$ cat src/rtl/data_bus_master.sv
// rtl/data_bus_master.sv - single-outstanding req/gnt/rvalid data bus initiator
// Optional request-to-rvalid timeout abort: define DATA_BUS_MASTER_TIMEOUT_EN.
module data_bus_master #(
   parameter int unsigned TIMEOUT_CYCLES = 255
) (
   input  logic        HCLK,
   input  logic        HRESET,
   input  logic        cmd_valid,
   output logic        cmd_ready,
   input  logic        cmd_write,
   input  logic [31:0] cmd_addr,
   input  logic [3:0]  cmd_be,
   input  logic [31:0] cmd_wdata,
   output logic        rsp_valid,
   input  logic        rsp_ready,
   output logic [31:0] rsp_rdata,
   output logic        rsp_err,
   output logic        data_req,
   output logic        data_we,
   output logic [3:0]  data_be,
   output logic [31:0] data_addr,
   output logic [31:0] data_wdata,
   input  logic        data_gnt,
   input  logic        data_rvalid,
   input  logic [31:0] data_rdata
);

   typedef enum logic [1:0] {S_IDLE, S_REQ, S_WAIT, S_RESP} state_e;

   localparam logic [31:0] ABORT_DATA = 32'hDEAD_BEEF;

   state_e      state_q;
   logic        cmd_ready_q;
   logic        rsp_valid_q;
   logic [31:0] rsp_rdata_q;
   logic        data_req_q;
   logic        data_we_q;
   logic [3:0]  data_be_q;
   logic [31:0] data_addr_q;
   logic [31:0] data_wdata_q;
   logic        wr_q;
   logic        timeout_hit;

`ifdef DATA_BUS_MASTER_TIMEOUT_EN
   localparam logic [15:0] TO_LAST = 16'(TIMEOUT_CYCLES - 1);

   logic [15:0] cnt_q;
   logic        rsp_err_q;

   // Held at zero in IDLE so the count restarts on every entry to REQ.
   always_ff @(posedge HCLK) begin
      if (HRESET || state_q == S_IDLE) begin
         cnt_q <= 16'd0;
      end else if (state_q == S_REQ || state_q == S_WAIT) begin
         cnt_q <= cnt_q + 16'd1;
      end
   end

   assign timeout_hit = (state_q == S_REQ || state_q == S_WAIT) && (cnt_q == TO_LAST);

   always_ff @(posedge HCLK) begin
      if (HRESET) begin
         rsp_err_q <= 1'b0;
      end else if (state_q == S_WAIT && data_rvalid) begin
         rsp_err_q <= 1'b0;
      end else if (timeout_hit) begin
         rsp_err_q <= 1'b1;
      end
   end

   assign rsp_err = rsp_err_q;
`else
   logic [15:0] unused_timeout;

   assign unused_timeout = 16'(TIMEOUT_CYCLES);
   assign timeout_hit    = 1'b0;
   assign rsp_err        = 1'b0;
`endif

   always_ff @(posedge HCLK) begin
      if (HRESET) begin
         state_q      <= S_IDLE;
         cmd_ready_q  <= 1'b0;
         rsp_valid_q  <= 1'b0;
         rsp_rdata_q  <= 32'd0;
         data_req_q   <= 1'b0;
         data_we_q    <= 1'b0;
         data_be_q    <= 4'd0;
         data_addr_q  <= 32'd0;
         data_wdata_q <= 32'd0;
         wr_q         <= 1'b0;
      end else begin
         case (state_q)
            S_IDLE: begin
               cmd_ready_q <= 1'b1;
               if (cmd_valid && cmd_ready_q) begin
                  cmd_ready_q  <= 1'b0;
                  wr_q         <= cmd_write;
                  data_req_q   <= 1'b1;
                  data_we_q    <= cmd_write;
                  data_be_q    <= cmd_be;
                  data_addr_q  <= cmd_addr;
                  data_wdata_q <= cmd_wdata;
                  state_q      <= S_REQ;
               end
            end
            S_REQ: begin
               // rvalid is ignored here, including in the grant cycle.
               if (timeout_hit || data_gnt) begin
                  data_req_q   <= 1'b0;
                  data_we_q    <= 1'b0;
                  data_be_q    <= 4'd0;
                  data_addr_q  <= 32'd0;
                  data_wdata_q <= 32'd0;
                  if (timeout_hit) begin
                     rsp_valid_q <= 1'b1;
                     rsp_rdata_q <= ABORT_DATA;
                     state_q     <= S_RESP;
                  end else begin
                     state_q     <= S_WAIT;
                  end
               end
            end
            S_WAIT: begin
               if (data_rvalid) begin
                  rsp_valid_q <= 1'b1;
                  rsp_rdata_q <= wr_q ? 32'd0 : data_rdata;
                  state_q     <= S_RESP;
               end else if (timeout_hit) begin
                  rsp_valid_q <= 1'b1;
                  rsp_rdata_q <= ABORT_DATA;
                  state_q     <= S_RESP;
               end
            end
            S_RESP: begin
               if (rsp_ready) begin
                  rsp_valid_q <= 1'b0;
                  cmd_ready_q <= 1'b1;
                  state_q     <= S_IDLE;
               end
            end
            default: state_q <= S_IDLE;
         endcase
      end
   end

   assign cmd_ready  = cmd_ready_q;
   assign rsp_valid  = rsp_valid_q;
   assign rsp_rdata  = rsp_rdata_q;
   assign data_req   = data_req_q;
   assign data_we    = data_we_q;
   assign data_be    = data_be_q;
   assign data_addr  = data_addr_q;
   assign data_wdata = data_wdata_q;

endmodule

$ cat config.mk
export PLATFORM = sky130hd
export DESIGN_NAME = data_bus_master
export DESIGN_NICKNAME = d
export VERILOG_FILES = /design/src/rtl/data_bus_master.sv
export SDC_FILE = /design/constraint.sdc
export NUM_CORES = 1
export LEC_CHECK = 0
export CORE_MARGIN = 2
export CORE_UTILIZATION = 39
export CTS_BUF_LIST = sky130_fd_sc_hd__clkbuf_2 sky130_fd_sc_hd__clkbuf_4 sky130_fd_sc_hd__clkbuf_8
export CTS_CLUSTER_SIZE = 14
export DETAILED_ROUTE_END_ITERATION = 6
export PLACE_DENSITY = 0.81
export SLEW_MARGIN = 0
export SYNTH_ARGS = -nofsm -noshare
export SYNTH_HDL_FRONTEND = slang
export SYNTH_SLANG_ARGS = --single-unit
export TNS_END_PERCENT = 10
$ cat constraint.sdc
create_clock -name HCLK -period 1.9 [get_ports HCLK]
set_input_delay 0.38 -clock HCLK [delete_from_list [all_inputs] [get_ports HCLK]]
set_output_delay 0.38 -clock HCLK [all_outputs]
set_load 0.01 [all_outputs]
# Yosys cells after proc, flatten, opt, wreduce, memory -nomap -nowiden
# Index checks and enable logic that the tools add are counted.
dict set report totals {
  reg_bits 107
  latchBits 0
  ramBits 0
  rom_bits 0
  input_bits 107
  output_inout_bits 105
  word_cells 53
  memories 0
}
dict set report classes {
  n_addsub 0
  multipliers 0
  div 0
  order_cmp 0
  n_eq_ne 7
  n_shift 0
  mux 25
  bitwise_logic 0
  reduce_logical 11
}
# cell count
set op_table {}
lappend op_table {{two-way mux 32 bit} 4}
lappend op_table {{case mux 32 bit (2 select lines)} 2}
lappend op_table {{two-way mux 2 bit} 4}
lappend op_table {{two-way mux 4 bit} 2}
lappend op_table {{!= test 2 bit (second input constant)} 4}
lappend op_table {{case mux 1 bit (2 select lines)} 4}
lappend op_table {{case mux 2 bit (4 select lines)} 1}
lappend op_table {{case mux 4 bit (2 select lines)} 1}
lappend op_table {{two-way mux 1 bit} 7}
lappend op_table {{AND reduction 2 bit} 3}
lappend op_table {{AND reduction 3 bit} 2}
lappend op_table {{nonzero test 2 bit} 3}
lappend op_table {{== test 2 bit (second input constant)} 2}
lappend op_table {{AND reduction 4 bit} 1}
lappend op_table {{== test 2 x 1 -> 1 bit (second input constant)} 1}
lappend op_table {{logical NOT 2 bit} 1}
lappend op_table {{logical AND 1 bit} 1}

# Longest topological paths before layout
dict set report depth {
  ltp_word 3
  ltp_mapped 7
  ltp_nobuf 5
}

# Worst setup path after synthesis
# No wires, ideal clock.
dict set report synth_path {
  path_type {register -> register}
  from {reg state_q[0]}
  to {reg data_addr_q[0] (netlist: data_addr[0])}
  setup_ps 59
  t_arrival_ps 1516
  t_required_ps 1841
  setup_slack_ps 325
  path_stages_with_launch 7
  path_buffers 1
  period_less_slack_ps 1575
  cell_sequence {dfxtp_1 inv_1 ha_1 or2_1 a31oi_4 buf_6 a22o_1}
}
dict set report synth_between {
  elab_chain_cells 3
  elab_cells_between_ends 7
  cone_classes {3 x eq/ne; 1 x mux; 3 x reduce/logical}
}
# item line
set synth_rtl {}
lappend synth_rtl {{start, declared} 32} ;# state_e state_q;
lappend synth_rtl {{start signal, assigned} 82} ;# state_q <= S_IDLE;
lappend synth_rtl {{start signal, assigned} 104} ;# state_q <= S_REQ;
lappend synth_rtl {{start signal, assigned} 118} ;# state_q <= S_RESP;
lappend synth_rtl {{== test 2 x 1 -> 1 bit or logical NOT 2 bit (tied branches)} 93} ;# case (state_q)
lappend synth_rtl {{!= test 2 bit (no source line) or nonzero test 2 bit (tied branches)} n/a}
lappend synth_rtl {{AND reduction 3 bit (no source line)} n/a}
lappend synth_rtl {{end signal, assigned} 102} ;# data_addr_q <= cmd_addr;
lappend synth_rtl {{end, declared} 39} ;# logic [31:0] data_addr_q;
# Parallel ways exist; a longest one is shown, timed or not.
# A chain may end at the register's enable or synchronous reset.

# Final worst setup path
dict set report layout_path {
  from {reg state_q[0]}
  to {reg data_be_q[1] (netlist: data_be[1])}
}
dict set report layout_between {
  elab_chain_cells 3
  elab_cells_between_ends 7
  cone_classes {3 x eq/ne; 1 x mux; 3 x reduce/logical}
}
# item line
set layout_rtl {}
lappend layout_rtl {{== test 2 x 1 -> 1 bit or logical NOT 2 bit (tied branches)} 93}
lappend layout_rtl {{!= test 2 bit (no source line) or nonzero test 2 bit (tied branches)} n/a}
lappend layout_rtl {{AND reduction 3 bit (no source line)} n/a}
lappend layout_rtl {{end signal, assigned} 101} ;# data_be_q <= cmd_be;
lappend layout_rtl {{end, declared} 38} ;# logic [3:0] data_be_q;
# Parallel ways exist; a longest one is shown, timed or not.

==> reports/results.txt <==
status = finished clean
Simple-Gate Fraction of Synth Area = 13.4%
Period minus WS final = 1770 ps
post-synthesis cell type count = 28
CP Max Fanout = 35
Hold Crit Class = register to register
CP required = 2200 ps
CP endpoint kind = register
TritonRoute pass-1 iters = 5
Design Power = 6.17 mW
Clock Path Buffers = 2
largest net degree at the start of global routing = 71
vias per cell = 5.16
Pwr per Cell Area = 1000 nW/µm²
Slew Viols, Final = 0
fmax = 0.565 GHz
Main synth FF type = dfxtp_1
diode count = 0
sequential cell area fraction in the yosys report = 56.7%
CP Launch Type = register
Synth Area in Compound Gates = 22.1%
Area growth, synth to finish = 63.3%
insertion delay to the later sink of the worst-skew pair = 360 ps
nets@finish = 654
initial antenna violation count = 1
Iter 0 DRT Violations = 130
worst ir drop on vdd = 0.000563 V
Psw = 1.94 mW
Clock Power Share = 20.4%
Die H = 102 µm
count leader, synth = dfxtp_1
share of the synthesized area in the top cell type = 56.7%
Fin Setup TNS = 0 ps
CTS Root Cell = clkbuf_8
Worst Path Arrival = 2070 ps
post-synthesis mux area share = 0.530%
worst reg-to-reg setup slack = 130 ps
htree depth = 3
Finish-stage setup viols = 0
Leakage = 2.22 nW
gr usage total = 20.4%
cell internal pwr = 4.23 mW
final cell count without fillers = 674
Least-Margin Pin Slew = 887 ps
CTS Hold Bufs = 0
clock skew = 17.2 ps
Num CTS Buffers = 9
Final HPWL DP = 7870 µm
drt wl/cell = 16.7 µm
CP Class = register to register
clk slew on worst S/H paths = 100 ps
adder-cell area share of the yosys netlist = 1.99%
placed instance count = 658
clock sink count = 107
Ports = 212
Post-synth top cells = dfxtp_1 (107), a22o_1 (69), nand2_1 (35)
DRT Wirelength = 11300 µm
Comb pwr share = 34.9%
# port buffers = 210
Routed Antenna Nets = 0
Synth Register Bits = 107
slew margin rel. = 40.8%
die width = 102 µm
share of cells above drive strength 1 = 5.69%
Filler Cell Count = 762
CTS tree = built
first-pass GRT wire length = 16900 µm
fin crit share = 93.1%
asr flop ratio synth = 0%
post-synthesis xor/xnor area fraction = 0%
FP Rows = 35
Yosys warning total = 0
# DRC = 0
unrepaired setup endpoints after global routing = no
die area = 10500 µm²
grt total ovfl = 0
Post-synth EDFFs = 0
Vias = 3475
vias in the first global route = 3435
synthesized instance count = 342
most area-consuming cells after synthesis = dfxtp_1 (57%), a22o_1 (16%), nand4b_1 (7.4%), a21oi_1 (4.4%), nand2_1 (3.5%)
area leader, netlist = dfxtp_1
initial core utilization = 40.5%
synthesized area per cell = 11.0 µm²
switching part of the total power = 31.5%
GP Congestion = 0.754
core outline area = 9330 µm²
syn nets = 455
Flop pwr share = 44.6%
Post-Syn Area = 3780 µm²
# Max-Cap Violations = 0
main combinational cell family by area after synthesis = compound AO/OA/AOI/OAI gates
final hold vios = 0
-- cell type report --
cell class | count | area [µm²] | area share, %
multi-input combinational | 200 | 1440 | 23.4
clock buffer | 9 | 124 | 2.01
inverter | 2 | 7.51 | 0.122
clock inverter | 6 | 48.8 | 0.791
timing repair buffer | 221 | 2240 | 36.3
tap | 129 | 161 | 2.62
sequential | 107 | 2140 | 34.7
-- critical path, cell delays in order (launching register included) --
cell and delay, ps:
dfxtp_1 400, inv_1 110, ha_1 250, or2_1 270
a31oi_4 260, clkbuf_16 270, a22o_1 150
-- sequential cells by signal (all words and copies together), names as in the netlist --
name / count
wr_q: 1
data_req: 1
rsp_rdata: 32
data_addr: 32
data_be: 4
rsp_valid: 1
state_q: 2
data_we: 1
cmd_ready: 1
data_wdata: 32
-- placed cells by master (no fill, tap or decap), drive strengths merged, types with 3 or more instances in the layout --
cell type,n
clkdlybuf4s50,210
dfxtp,107
a22o,69
nand2,35
a21oi,33
nand4b,32
clkbuf,10
buf,10
ha,6
nand2b,5
nor2,4
inv,4
or2,3
-- path summary, 6_finish.rpt --
kind	from	endpoint	depth (start not counted)
setup / recovery	state_q[0]	data_be[1]	6
hold / removal	rsp_rdata[16]	rsp_rdata[16]	2
setup reg to reg	state_q[0]	data_be[1]	6
hold reg to reg	rsp_rdata[16]	rsp_rdata[16]	2
-- power by group through the flow --
stage               Combinational (mW)  Sequential [mW]  Clock (mW)
finish                            2.16             2.75        1.26
detailed placement                2.10             2.80           0
floorplan                        0.986             2.92           0
global route                      2.33             2.80        1.38
CTS                               2.11             2.76        1.29
global placement                  2.06             2.79           0
-- routing by layer --
| layer | wire length, µm | global-route usage (%) | up-vias |
|---|---|---|---|
| li1 | - | - | 1655 |
| met2 | 5330 | 34.0 | 157 |
| met1 | 4570 | 24.2 | 1642 |
| met5 | 13 | 0 | - |
| met3 | 1150 | 7.87 | 19 |
| met4 | 204 | 6.77 | 2 |
-- timing repair --
item | CTS | global route
setup buffers | 0 | 0
endpoints found under the setup margin | 0 | 61
gates resized for setup | 0 | 0
-- metrics by stage --
| step | worst slack, ps | hold WS [ps] | area (µm²) | utilization [%] |
|---|---|---|---|---|
| 6_report | 130 | 455 | 6170 | 66.1 |
| 5_1_grt | 13.7 | 476 | 6170 | 66.1 |
| 4_1_cts | 89.8 | 456 | 6140 | 65.8 |
| 3_5_place_dp | 81.9 | 440 | 5970 | 64.0 |
| 3_3_place_gp | 89.1 | 434 | 5970 | 64.0 |
| 2_1_floorplan | 325 | 476 | 3780 | - |
-- kinds of logic after synthesis --
kind of cell / after synthesis
other: 1
DFF: 107
adders and majority gates: 6
and+or+nand+nor: 83
AOI/OAI and AO/OA: 108
buffers and inverters: 35
muxes: 2
Power figures use the tool's default switching activity.
